File: config.mk
export PLATFORM = sky130hd
export DESIGN_NAME = alu_mult_seq
export DESIGN_NICKNAME = d
export VERILOG_FILES = /design/src/rtl/alu_mult_seq.sv
export SDC_FILE = /design/constraint.sdc
export NUM_CORES = 1
export LEC_CHECK = 0
export CAP_MARGIN = 20
export CELL_PAD_IN_SITES_DETAIL_PLACEMENT = 1
export CELL_PAD_IN_SITES_GLOBAL_PLACEMENT = 1
export CORE_MARGIN = 5
export CORE_UTILIZATION = 40
export CTS_BUF_LIST = sky130_fd_sc_hd__clkbuf_8
export DETAILED_ROUTE_END_ITERATION = 8
export PLACE_DENSITY = 0.8
export SLEW_MARGIN = 20
export SYNTH_ARGS = -nofsm -noshare
export SYNTH_HDL_FRONTEND = slang
export SYNTH_SLANG_ARGS = --single-unit
File: constraint.sdc
create_clock -name clk -period 3.9 [get_ports clk]
set_clock_uncertainty 0.2 [all_clocks]
set_input_delay 0.78 -clock clk [delete_from_list [all_inputs] [get_ports clk]]
set_output_delay 0.78 -clock clk [all_outputs]
set_load 0.01 [all_outputs]
File: src/rtl/alu_mult_seq.sv
// Sequential MULT/MULTU unit: radix-2 shift-add multiply on the shared ALU.
// Owns the ALU for 32 iterations, then writes the signed-corrected product to HI/LO.
module alu_mult_seq #(
  parameter logic [3:0] ALU_ADD  = 4'd0,
  parameter logic [3:0] ALU_IDLE = 4'd0
) (
  input  logic        clk,
  input  logic        rst_n,
  input  logic        start,
  input  logic        is_signed,
  input  logic [31:0] op_a,
  input  logic [31:0] op_b,
  output logic        busy,
  output logic        done,
  output logic [31:0] hi,
  output logic [31:0] lo,
  output logic        alu_own,
  output logic [3:0]  alu_alucnt,
  output logic [31:0] alu_input1,
  output logic [31:0] alu_input2,
  output logic [4:0]  alu_shamt,
  input  logic [31:0] alu_result
);

  typedef enum logic [2:0] {
    S_IDLE, S_LOAD, S_ITER, S_FIX, S_DONE
  } state_t;

  state_t      state, state_nx;
  logic [31:0] a_q, b_q;
  logic        sgn_q, neg;
  logic [31:0] mcand, acc_hi, acc_lo;
  logic [4:0]  cnt;
  logic [31:0] mag_a, mag_b;
  logic [63:0] prod;
  logic        carry;

  assign mag_a = (sgn_q && a_q[31]) ? 32'd0 - a_q : a_q;
  assign mag_b = (sgn_q && b_q[31]) ? 32'd0 - b_q : b_q;
  // An unsigned wrap of the ALU sum is the carry out of bit 31
  assign carry = alu_result < acc_hi;
  assign prod  = neg ? 64'd0 - {acc_hi, acc_lo} : {acc_hi, acc_lo};

  always_ff @(posedge clk) begin
    if (!rst_n) state <= S_IDLE;
    else        state <= state_nx;
  end

  always_comb begin
    state_nx = state;
    unique case (state)
      S_IDLE: if (start) state_nx = S_LOAD;
      S_LOAD: state_nx = S_ITER;
      S_ITER: if (cnt == 5'd31) state_nx = S_FIX;
      S_FIX:  state_nx = S_DONE;
      S_DONE: state_nx = S_IDLE;
      default: state_nx = S_IDLE;
    endcase
  end

  always_ff @(posedge clk) begin
    if (!rst_n) begin
      a_q    <= '0;
      b_q    <= '0;
      sgn_q  <= 1'b0;
      neg    <= 1'b0;
      mcand  <= '0;
      acc_hi <= '0;
      acc_lo <= '0;
      cnt    <= '0;
      hi     <= '0;
      lo     <= '0;
    end else begin
      unique case (state)
        S_IDLE: begin
          if (start) begin
            a_q   <= op_a;
            b_q   <= op_b;
            sgn_q <= is_signed;
          end
        end
        S_LOAD: begin
          mcand  <= mag_a;
          acc_lo <= mag_b;
          acc_hi <= '0;
          neg    <= sgn_q & (a_q[31] ^ b_q[31]);
          cnt    <= '0;
        end
        S_ITER: begin
          {acc_hi, acc_lo} <= {carry, alu_result, acc_lo[31:1]};
          cnt              <= cnt + 5'd1;
        end
        S_FIX: begin
          hi <= prod[63:32];
          lo <= prod[31:0];
        end
        default: ;
      endcase
    end
  end

  always_comb begin
    busy       = state != S_IDLE;
    done       = state == S_DONE;
    alu_own    = state == S_ITER;
    alu_alucnt = ALU_IDLE;
    alu_input1 = '0;
    alu_input2 = '0;
    alu_shamt  = '0;
    if (alu_own) begin
      alu_alucnt = ALU_ADD;
      alu_input1 = acc_hi;
      alu_input2 = acc_lo[0] ? mcand : '0;
    end
  end

endmodule

==> results by stage <==
Run status:
- The run finished with clean final reports.

Yosys:
- The most used standard cell by instance count after synthesis is dfxtp_1.
- The per-instance average area after synthesis is 8.013 um^2.
- The Yosys step of the flow raised 0 warnings.
- The number of distinct library cell variants in the gate-level netlist after synthesis is 64.
- Of the total synthesized cell area, the portion taken by XOR and XNOR cells is 7.340%.
- The instance count of the mapped netlist is 1519.
- The fraction of registers with async set or reset after synthesis is 0%.
- By area the synthesized netlist is led by dfxtp_1 38%, nand2_1 5.7%, a21oi_1 5.5%, xor2_1 5.0%, nor2_1 5.0%.
- The top-area cell type share of the netlist area is 38.49%.
- Of the total synthesized cell area, the portion taken by AND, OR, NAND and NOR gates is 20.62%.
- Counting flops and latches in the post-synthesis netlist gives 234.
- The share of the Yosys chip area taken by registers is about two fifths.
- After synthesis, the largest family of logic cells by area is compound AO/OA/AOI/OAI gates.
- The count of flip-flops with a built-in enable after synthesis is 0.
- The adder and majority gate portion of the synthesized area is roughly 3.7%.
- The area of the mapped netlist is ~12000 um^2.
- The prevailing post-synth register cell is dfxtp_1.
- The mux share of post-synthesis cell area is 0.9046%.
- In the synthesized netlist, the cells that appear most often are 234 x dfxtp_1, 185 x nand2_1, 163 x nor2_1.
- The fraction of the mapped netlist area in compound gates is between 20% and 30%.
- The largest total area in the synthesized netlist belongs to dfxtp_1.

Setup path:
- The data arrival time at the worst-slack endpoint is 2.40 ns.
- The worst setup path endpoint is alu_input2[4].
- The endpoint identified for the worst register-to-register timing path is lo[31]$_SDFFE_PN0P_.
- Counting cells, the worst reg-to-reg path comes to 6.
- The largest single stage delay on the critical path is 0.55 ns.
- The startpoint of the lowest-slack register-to-register path is acc_lo[22]$_SDFFE_PN0P_.
- Counting both buffers and inverters, the worst setup path holds a total of 3.
- The kind of end point of the critical path is a primary output.
- The critical path class is reg2out.
- The number of cells on the critical path is 5.
- The type of origin of the critical path is a register.
- The slack of the worst reg-to-reg path is 0.75 ns.
- At the worst endpoint, the required time is 2.92 ns.
- In this run the worst path has a maximum fanout of 54.
- The most critical setup path has its startpoint at state[1]$_SDFFE_PN0P_.
- Traced cell by cell, the critical path runs through nand2_1 -> inv_2 -> buf_12 -> and3_1 -> clkdlybuf4s50_1.
- The slowest cell on the critical path is clkdlybuf4s50_1.
- The critical path's top delay family is buffers and inverters.

Clock tree:
- The total of hold buffers inserted after clock tree synthesis is 0.
- The number of buffers on the longest clock path is 3.
- In this run the post-CTS setup repair buffer count came out at 0.
- After clock tree synthesis, the repair step resized 0 gates.
- The clock latency of the later-clocked register in the worst-skew pair is 0.56 ns.
- TritonCTS built the clock tree.
- The TritonCTS sink count is 234.
- The clock-pin slew of the registers on the worst-case setup and hold paths is 0.06 ns.
- TritonCTS created 43 clock buffers.
- CTS built an H-tree with a depth of 2.
- The buffer type at the clock tree root is clkbuf_8.

GRT:
- Entering global routing, the biggest net connects between 70 and 80 pins.
- The first global-routing pass estimated approximately 67 mm of wire.
- The global-route usage over all layers is roughly a quarter.
- The number of global-route vias before repair came to 12270.
- The initial antenna violation count is 0.
- The global-route congestion overflow total is 0.

Final layout:
- The sequential cells in the finished layout cover a total of about 4700 um^2.
- The net count of the finished layout is roughly 1800.
- In the final layout, the share of cells above drive strength 1 is 6.709%.
- The number of filler instances in the final layout is around 3600.
- The number of antenna diodes in the final layout is 0.
- The final instance area is ~16000 um^2.
- The total area of multi-input combinational cells is 6835 um^2.
- The synthesis-to-layout area growth is 27.79%.

Floorplanning:
- Measured along the x axis, the die boundary spans 184.4 um.
- The floorplan core area is 29870 um^2.
- The die covers between 30000 and 40000 um^2.
- The effective utilization at floorplan is 40.74%.
- The I/O pin total is 240.
- The placement row count is 63.
- The die extent in y is 184.4 um.

Timing:
- Setup repair after global routing left no endpoint under its margin.
- The count of final setup violators is 0.
- The maximum clock frequency is 296.0 MHz.
- The max-slew headroom at the worst pin is between 30% and 40%.
- Counting I/O delays and the setup requirement, the final critical path takes approximately 3.4 ns.
- The number of slew-limit violations in the final report is 0.
- The post-route setup TNS is 0 ns.
- The measured slew at the worst slew-check pin is just under 1 ns.
- After layout, the worst path uses 86.61% of the clock period.
- The final-report hold violation count is 0.

Routing:
- Wires add up to 42.10 mm.
- The pre-antenna-repair detailed-routing pass consisted of 5 iterations.
- In the routed layout, each cell is associated on average with a via count of 5.687.
- The total DRC errors in the routed layout is 0.
- The detailed router placed 12050 vias in this run.
- The per-cell routed wire length is 19.87 um.
- In this run the remaining antenna-violating nets after routing total 0.
- After the first detailed-routing iteration, the DRC count stood at between 700 and 800.

Placement:
- In this run the tool buffered the top-level ports with 230 buffer cells.
- Summed over all nets, the half-perimeter wirelength after detailed placement is 30.30 mm.
- The total placed instance area is roughly 15000 um^2.
- The congestion estimate from routability-driven global placement came to 0.8819.

Pwr:
- The worst IR drop on VDD is 0.2022 mV.
- For this design the ratio of total power to cell area is approximately 400 nW/um^2.
- Summed over all cells, the static leakage comes to roughly 0.0057 uW.

Min path:
- The classification of the worst-slack hold path is reg2reg.

Run:
- The number of maximum-capacitance violations is 0.
-- flip-flops by register name, indices dropped and copies added, names as in the netlist --
signal  count
a_q        32
acc_lo     32
cnt         5
mcand      32
state       3
lo         32
b_q        32
hi         32
acc_hi     32
sgn_q       1
neg         1
-- report_power, final --
group | leakage [uW] | internal [uW] | switching, uW
sequential | 0.00190 | 2500 | 128
clock | 0.000485 | 1270 | 1060
combinational | 0.00327 | 441 | 745
total | 0.00566 | 4210 | 1930
-- worst min-delay path by stage --
stage                           startpoint                endpoint  slack, ns  cells after the start
floorplan           mcand[19]$_SDFFE_PN0P_  mcand[19]$_SDFFE_PN0P_       0.23                      2
CTS                    hi[12]$_SDFFE_PN0P_     hi[12]$_SDFFE_PN0P_       0.26                      2
finish                 hi[12]$_SDFFE_PN0P_     hi[12]$_SDFFE_PN0P_       0.25                      2
detailed placement     hi[12]$_SDFFE_PN0P_     hi[12]$_SDFFE_PN0P_       0.25                      2
global route           cnt[3]$_SDFFE_PN0P_     cnt[3]$_SDFFE_PN0P_       0.29                      2
global placement    mcand[19]$_SDFFE_PN0P_  mcand[19]$_SDFFE_PN0P_       0.24                      2
-- cell type report --
class / instances / area share [%]
multi-input combinational: 1120 / 43.95
sequential: 234 / 30.13
timing repair buffer: 257 / 16.29
clock buffer: 52 / 4.601
tap: 390 / 3.137
inverter: 44 / 1.094
clock inverter: 22 / 0.8044
-- layer usage --
metal / wire [um] / part of all wire (%) / track usage, % / vias to the layer above
li1: - / - / - / 5778
met1: 19830 / 47 / 33.80 / 5863
met2: 19090 / 45 / 38.23 / 335
met3: 2227 / 5.3 / 3.750 / 74
met4: 954 / 2.3 / 6.625 / 0
met5: 0 / 0 / 0 / -
-- worst min-delay path, delay by kind of cell, from the launching register on --
kind / cells / cell delay (ns)
flops: 1 / 0.31
simple gates: 1 / 0.05
compound gates: 1 / 0.05
-- cell families after synthesis --
kind of cell,Yosys count
muxes,11
other,1
adders and majority gates,36
buffers and inverters,173
DFF,234
AOI/OAI and AO/OA,424
and+or+nand+nor,538
xor gates and xnor gates,102
-- stage by stage --
stage	util [%]	hold WS (ns)	total power (uW)	worst slack, ns	instances
global route	52.06	0.2887	6417	0.4393	2119
finish	52.06	0.2522	6145	0.5222	2119
CTS	52.03	0.2580	6176	0.5290	2118
detailed placement	49.21	0.2478	3841	0.7925	2044
floorplan	-	0.2276	3399	1.186	1527
global placement	49.21	0.2367	3792	0.8566	2044
-- cells in the final DEF (no fill, tap or decap), types with 19 or more instances in the layout --
cell type	count
o31ai_1	24
clkdlybuf4s50_1	230
o41ai_1	19
a22oi_1	64
nand3_1	22
a21oi_1	133
o22ai_1	24
ha_1	36
inv_1	55
o21ai_0	44
nand2_1	184
xor2_1	70
a211oi_1	60
nor2_1	162
clkbuf_8	52
dfxtp_1	233
xnor2_1	32
nor3_1	33
buf_4	24
and3_1	35
Note: power is estimated with default switching activity, not from simulation.
